--- config.mk ---
export PLATFORM = sky130hd
export DESIGN_NAME = ir_nec_tx
export DESIGN_NICKNAME = d
export VERILOG_FILES = /design/src/rtl/ir_nec_tx.sv
export SDC_FILE = /design/constraint.sdc
export NUM_CORES = 1
export LEC_CHECK = 0
export ABC_CLOCK_PERIOD_IN_PS = 3000
export CORE_MARGIN = 2
export CORE_UTILIZATION = 55
export DETAILED_ROUTE_END_ITERATION = 16
export PLACE_DENSITY = 0.7
export SYNTH_ARGS = -nofsm -noshare
export SYNTH_HDL_FRONTEND = slang
export SYNTH_SLANG_ARGS = --single-unit
--- constraint.sdc ---
create_clock -name clk_in -period 3 [get_ports clk_in]
set_input_delay 0.6 -clock clk_in [delete_from_list [all_inputs] [get_ports clk_in]]
set_output_delay 0.6 -clock clk_in [all_outputs]
set_load 0.005 [all_outputs]
--- src/rtl/ir_nec_tx.sv ---
// NEC infrared frame transmitter.
// Sends lead mark/space, 32 data bits (addr, ~addr, cmd, ~cmd, each LSB first),
// a stop mark and an enforced low gap. ir_out is the baseband envelope.
// ir_mod is that envelope gated by a free-running carrier square wave.
module ir_nec_tx #(
  parameter int CLK_PER_TICK = 3500,
  parameter int CARRIER_HALF = 1316,
  parameter int GAP_TICKS    = 64
) (
  input  logic       clk_in,
  input  logic       rst_n,
  input  logic       tx_start,
  input  logic [7:0] tx_addr,
  input  logic [7:0] tx_cmd,
  output logic       tx_busy,
  output logic       tx_done,
  output logic       ir_out,
  output logic       ir_mod
);

  localparam int PW = (CLK_PER_TICK > 1) ? $clog2(CLK_PER_TICK) : 1;
  localparam int CW = (CARRIER_HALF > 1) ? $clog2(CARRIER_HALF) : 1;
  localparam logic [PW-1:0] PS_LAST  = PW'(CLK_PER_TICK - 1);
  localparam logic [CW-1:0] CAR_LAST = CW'(CARRIER_HALF - 1);

  localparam logic [15:0] LEAD_MARK_T  = 16'd256;
  localparam logic [15:0] LEAD_SPACE_T = 16'd128;
  localparam logic [15:0] BIT_T        = 16'd16;
  localparam logic [15:0] ONE_SPACE_T  = 16'd48;
  localparam logic [15:0] GAP_T        = 16'(GAP_TICKS);

  localparam logic [2:0] S_IDLE       = 3'd0;
  localparam logic [2:0] S_LEAD_MARK  = 3'd1;
  localparam logic [2:0] S_LEAD_SPACE = 3'd2;
  localparam logic [2:0] S_BIT_MARK   = 3'd3;
  localparam logic [2:0] S_BIT_SPACE  = 3'd4;
  localparam logic [2:0] S_STOP_MARK  = 3'd5;
  localparam logic [2:0] S_GAP        = 3'd6;

  logic [2:0]    state;
  logic [PW-1:0] prescale;
  logic [15:0]   tick_cnt;
  logic [5:0]    bit_cnt;
  logic [31:0]   shreg;
  logic [CW-1:0] car_cnt;
  logic          carrier;
  logic [15:0]   seg_len;
  logic          seg_end;

  // Length in ticks of the segment the current state represents
  always_comb begin
    seg_len = 16'd1;
    case (state)
      S_LEAD_MARK:  seg_len = LEAD_MARK_T;
      S_LEAD_SPACE: seg_len = LEAD_SPACE_T;
      S_BIT_MARK:   seg_len = BIT_T;
      S_BIT_SPACE:  seg_len = shreg[0] ? ONE_SPACE_T : BIT_T;
      S_STOP_MARK:  seg_len = BIT_T;
      S_GAP:        seg_len = GAP_T;
      default:      seg_len = 16'd1;
    endcase
  end

  assign seg_end = (state != S_IDLE) && (prescale == PS_LAST) &&
                   (tick_cnt == seg_len - 16'd1);

  // Tick prescaler and per-segment tick counter, both restarted on every state change
  always_ff @(posedge clk_in or negedge rst_n) begin
    if (!rst_n) begin
      prescale <= '0;
      tick_cnt <= '0;
    end else if (state == S_IDLE || seg_end) begin
      prescale <= '0;
      tick_cnt <= '0;
    end else if (prescale == PS_LAST) begin
      prescale <= '0;
      tick_cnt <= tick_cnt + 16'd1;
    end else begin
      prescale <= prescale + 1'b1;
    end
  end

  // Frame sequencer; ir_out, tx_busy and tx_done are registered here
  always_ff @(posedge clk_in or negedge rst_n) begin
    if (!rst_n) begin
      state   <= S_IDLE;
      shreg   <= '0;
      bit_cnt <= '0;
      ir_out  <= 1'b0;
      tx_busy <= 1'b0;
      tx_done <= 1'b0;
    end else begin
      tx_done <= 1'b0;
      case (state)
        S_IDLE: begin
          // a start coinciding with the done pulse is dropped
          if (tx_start && !tx_done) begin
            shreg   <= {~tx_cmd, tx_cmd, ~tx_addr, tx_addr};
            bit_cnt <= '0;
            state   <= S_LEAD_MARK;
            ir_out  <= 1'b1;
            tx_busy <= 1'b1;
          end
        end
        S_LEAD_MARK: if (seg_end) begin
          state  <= S_LEAD_SPACE;
          ir_out <= 1'b0;
        end
        S_LEAD_SPACE: if (seg_end) begin
          state  <= S_BIT_MARK;
          ir_out <= 1'b1;
        end
        S_BIT_MARK: if (seg_end) begin
          state  <= S_BIT_SPACE;
          ir_out <= 1'b0;
        end
        S_BIT_SPACE: if (seg_end) begin
          shreg   <= {1'b0, shreg[31:1]};
          bit_cnt <= bit_cnt + 6'd1;
          ir_out  <= 1'b1;
          state   <= (bit_cnt == 6'd31) ? S_STOP_MARK : S_BIT_MARK;
        end
        S_STOP_MARK: if (seg_end) begin
          state  <= S_GAP;
          ir_out <= 1'b0;
        end
        S_GAP: if (seg_end) begin
          state   <= S_IDLE;
          tx_busy <= 1'b0;
          tx_done <= 1'b1;
        end
        default: begin
          state   <= S_IDLE;
          ir_out  <= 1'b0;
          tx_busy <= 1'b0;
        end
      endcase
    end
  end

  // Free-running carrier divider, toggles every CARRIER_HALF cycles
  always_ff @(posedge clk_in or negedge rst_n) begin
    if (!rst_n) begin
      car_cnt <= '0;
      carrier <= 1'b0;
    end else if (car_cnt == CAR_LAST) begin
      car_cnt <= '0;
      carrier <= ~carrier;
    end else begin
      car_cnt <= car_cnt + 1'b1;
    end
  end

  assign ir_mod = ir_out & carrier;

endmodule

==> impl.org <==
** Setup path
- In this run the worst path has a maximum fanout of 7.
- Delay of the slowest cell on the worst path :: 0.61 ns
- Most common cell on crit path :: nor3_1
- FF-to-FF path depth :: 6
- Crit start category :: flip-flop
- STA classifies the critical path endpoint as a flip-flop.
- Required time of the worst setup path :: 3.22 ns
- The worst setup path is of the reg2reg kind.
- Walking the worst path, the cells encountered are nand4bb_1, or4_1, nor3_1, and3_1, nor3_1, or3_1.
- Worst path arrival time :: 2.79 ns
- The slowest stage of the critical path is the or4_1 cell.

** Floorplan
- Core Region :: slightly above 0.007 mm^2
- Area enclosed by the die boundary :: 0.00811 mm^2
- The initial utilization of the core area, before any placement, comes to 56.5%.
- The die is roughly 90 um wide.
- Std-Cell Rows :: 31
- During I/O placement, the number of pins put on the boundary was 23.
- Die Y-Extent :: 90.1 um

** Final layout
- Proportion of layout cells with a drive suffix above 1 :: roughly a tenth
- 0 antenna diodes ended up in the layout.
- Final standard cell area without fillers :: 0.00455 mm^2
- Cells fill 63.0% of the core in the end.
- Final-stage net count :: 439
- Area added between synthesis and finish :: 11.7%
- Final Non-Filler Cells :: 520

** Synthesis
- The most used flip-flop cell after synthesis is dfrtp_1.
- Yosys instantiated no cell more often than dfrtp_1.
- Counting flops with an async set or reset pin after synthesis yields a share of 100%.
- The number of nets handed over by synthesis was 418.
- Post-synth design cell area :: between 0.004 and 0.005 mm^2
- After technology mapping, the gate count stands at approximately 400.
- Counting flops and latches in the post-synthesis netlist gives between 80 and 90.
- Portion of synthesized cell area occupied by the leading cell type :: about half
- The Yosys step of the flow raised 0 warnings.
- Ranked by total cell area, the synthesized netlist is headed by dfrtp_1 (52%), o221a_2 (4.4%), xor2_1 (4.3%), nor2_1 (4.1%), nand3_1 (3.6%).
- The synthesized design spends more area on one cell type than any other, namely dfrtp_1.
- Post-synth top cells :: dfrtp_1 (84), nor2_1 (44), nand2_1 (38), nand3_1 (29), xor2_1 (20)
- Sequential cells were found to cover 51.6% of the synthesized design area.
- In this run, synthesis inferred 0 flip-flops with an integrated enable.
- The number of different library cells used by synthesis comes to 45.
- Average size of a mapped cell :: about 10 um^2

** STA
- Fin. Hold Viols :: 0
- Total negative slack for setup checks :: 0 ns
- Final Critical Period :: 2.57 ns
- Slack of the critical path :: about 0.43 ns
- Final worst-path cycle share :: 85.6%
- Static timing analysis puts the maximum clock frequency at ~390 MHz.
- Setup repair after global routing left no endpoint under its margin.
- Count of endpoints failing setup in the final report :: 0
- Final-report max-slew violation count :: 0
- Worst clock skew :: 0.00705 ns
- Slew margin rel. :: a little under a third
- The tightest hold path in the finished design has a slack of 0.389 ns.
- At the pin with the least slew margin, the transition time is 1.03 ns.

** Power
- Pwr/cell area :: approximately 520 mW/mm^2
- The worst-case IR drop observed on VDD is ~0.28 mV.
- Per report_power, the sequential group accounts for 57.5% of the total.
- The clock network accounts for 32.4% of the total power.
- Power dissipated by switching net loads :: between 0.5 and 0.6 mW
- The internal portion of the total power is 1.76 mW.
- Overall power after layout :: 2.34 mW
- Switching share of total power :: 24.8%
- Static power due to leakage :: 1.94 nW
- Relative contribution of combinational cells to total power :: 10.0%

** Global route
- Global route total overflow :: 0
- Overall routing resource usage :: 20.8%
- Number of antenna violations at the first check in global routing :: 0
- Maximum number of pins on one net before global-route repair :: 85
- Wire length of the first global-routing pass :: ~14000 um
- The number of global-route vias before repair came to 2925.

** Route
- Routed WL per cell :: around 15 um
- Via count :: 2931
- Count of antenna-violating nets left after detailed routing :: 0
- In this run, the number of DRC markers left after iteration 0 of detailed routing was 180.
- Routed Wire Length :: roughly 7700 um
- Number of remaining DRC errors :: 0
- Detail-routed via count per cell :: between 5 and 6
- Initial DRT Pass Iterations :: 4

** CTS
- Worst-skew pair later-pin latency :: 0.35 ns
- Clock-pin slew on the worst setup and hold paths :: 0.08 ns
- Clock tree synthesis inserted a total of 9 buffers.
- Maximum number of buffers from clock root to sink :: 2
- Gates resized during post-CTS repair numbered 0.
- Hold repair after CTS inserted 0 buffers.
- Number of post-CTS setup repair buffers :: 0
- Root buffer selected by CTS :: clkbuf_8
- Clock sink count :: between 80 and 90
- H-tree lvl count :: 3
- TritonCTS built the clock tree.

** Placed design
- At the end of routability-driven placement, the weighted congestion stood at between 0.8 and 0.9.
- Cell total after placement :: 504
- Once detailed placement completed, the half-perimeter wirelength came to 5090 um.
- Port buffering added 22 buffers.
- After detailed placement, the total cell area comes to 0.00436 mm^2.
- OpenSTA, run right after detailed placement, puts the worst setup slack at ~0.46 ns.

** Outcome
- Outcome :: completed

** Worst hold path
- Kind of path behind the tightest hold check :: in2async

** Run
- Across the run, the number of max-cap violations was 0.
flip-flops by register name, indices dropped and copies added, names as in the netlist, 3 cells and up:
| name | count |
|---|---|
| state | 3 |
| shreg | 32 |
| car_cnt | 11 |
| bit_cnt | 6 |
| tick_cnt | 16 |
| prescale | 12 |
per-layer routing:
layer,global-route usage [%],up-vias,part of all wire [%]
li1,-,1459,-
met1,29.3,1420,49
met4,5.64,0,0.77
met3,6.37,6,3.7
met2,31.6,46,46
met5,0,-,0
cells by family after synthesis:
kind of cell	share of synthesized area, %
muxes	0.246
xor gates and xnor gates	7.31
buffers and inverters	3.16
DFF	51.6
AOI/OAI and AO/OA	15.2
and+or+nand+nor	21.2
adders and majority gates	1.23
worst max-delay path: cells and delay by family (launching register included):
| family | cells | cell delay, ns |
|---|---|---|
| simple gates | 6 | 1.99 |
| flops | 1 | 0.45 |
power by group through the flow:
| stage | Combinational, mW | Sequential, mW | Clock [mW] |
|---|---|---|---|
| global placement | 0.230 | 1.36 | 0 |
| finish | 0.235 | 1.35 | 0.760 |
| floorplan | 0.167 | 1.34 | 0 |
| detailed placement | 0.242 | 1.36 | 0 |
| global route | 0.263 | 1.36 | 0.841 |
| CTS | 0.240 | 1.35 | 0.790 |
cells in the final DEF (no fill, tap or decap), types with 3 or more instances in the layout:
| cell type | count |
|---|---|
| nor3_1 | 10 |
| nand4_1 | 4 |
| o21ai_0 | 9 |
| nor2_1 | 44 |
| and3_1 | 8 |
| o21a_1 | 16 |
| buf_4 | 8 |
| nor4_1 | 5 |
| clkbuf_8 | 9 |
| ha_1 | 4 |
| o221a_2 | 16 |
| clkdlybuf4s50_1 | 21 |
| inv_1 | 7 |
| xnor2_1 | 14 |
| nand3_1 | 29 |
| nand2_1 | 38 |
| o22a_1 | 16 |
| a21oi_1 | 8 |
| xor2_1 | 20 |
| clkinv_2 | 3 |
| or3_1 | 11 |
| dfrtp_1 | 84 |
final timing paths:
check	startpoint	end	slack (ns)
max in group asynchronous	rst_n	shreg[31]	1.91
max reg2reg	prescale[2]	state[2]	0.43
max	prescale[2]	state[2]	0.43
min in group clk_in	carrier	carrier	0.47
min	rst_n	shreg[21]	0.39
min reg2reg	carrier	carrier	0.47
area by class of cell:
type | count | area, um^2
fillers | 626 | 2670
flip-flops and latches | 84 | 2100
multi-input cells | 285 | 1840
repair buffers | 29 | 270
clock buffers | 11 | 131
well taps | 99 | 124
clock inverters | 5 | 52.6
inverters | 7 | 26.3
No activity file was read; power rests on OpenSTA's default activity.
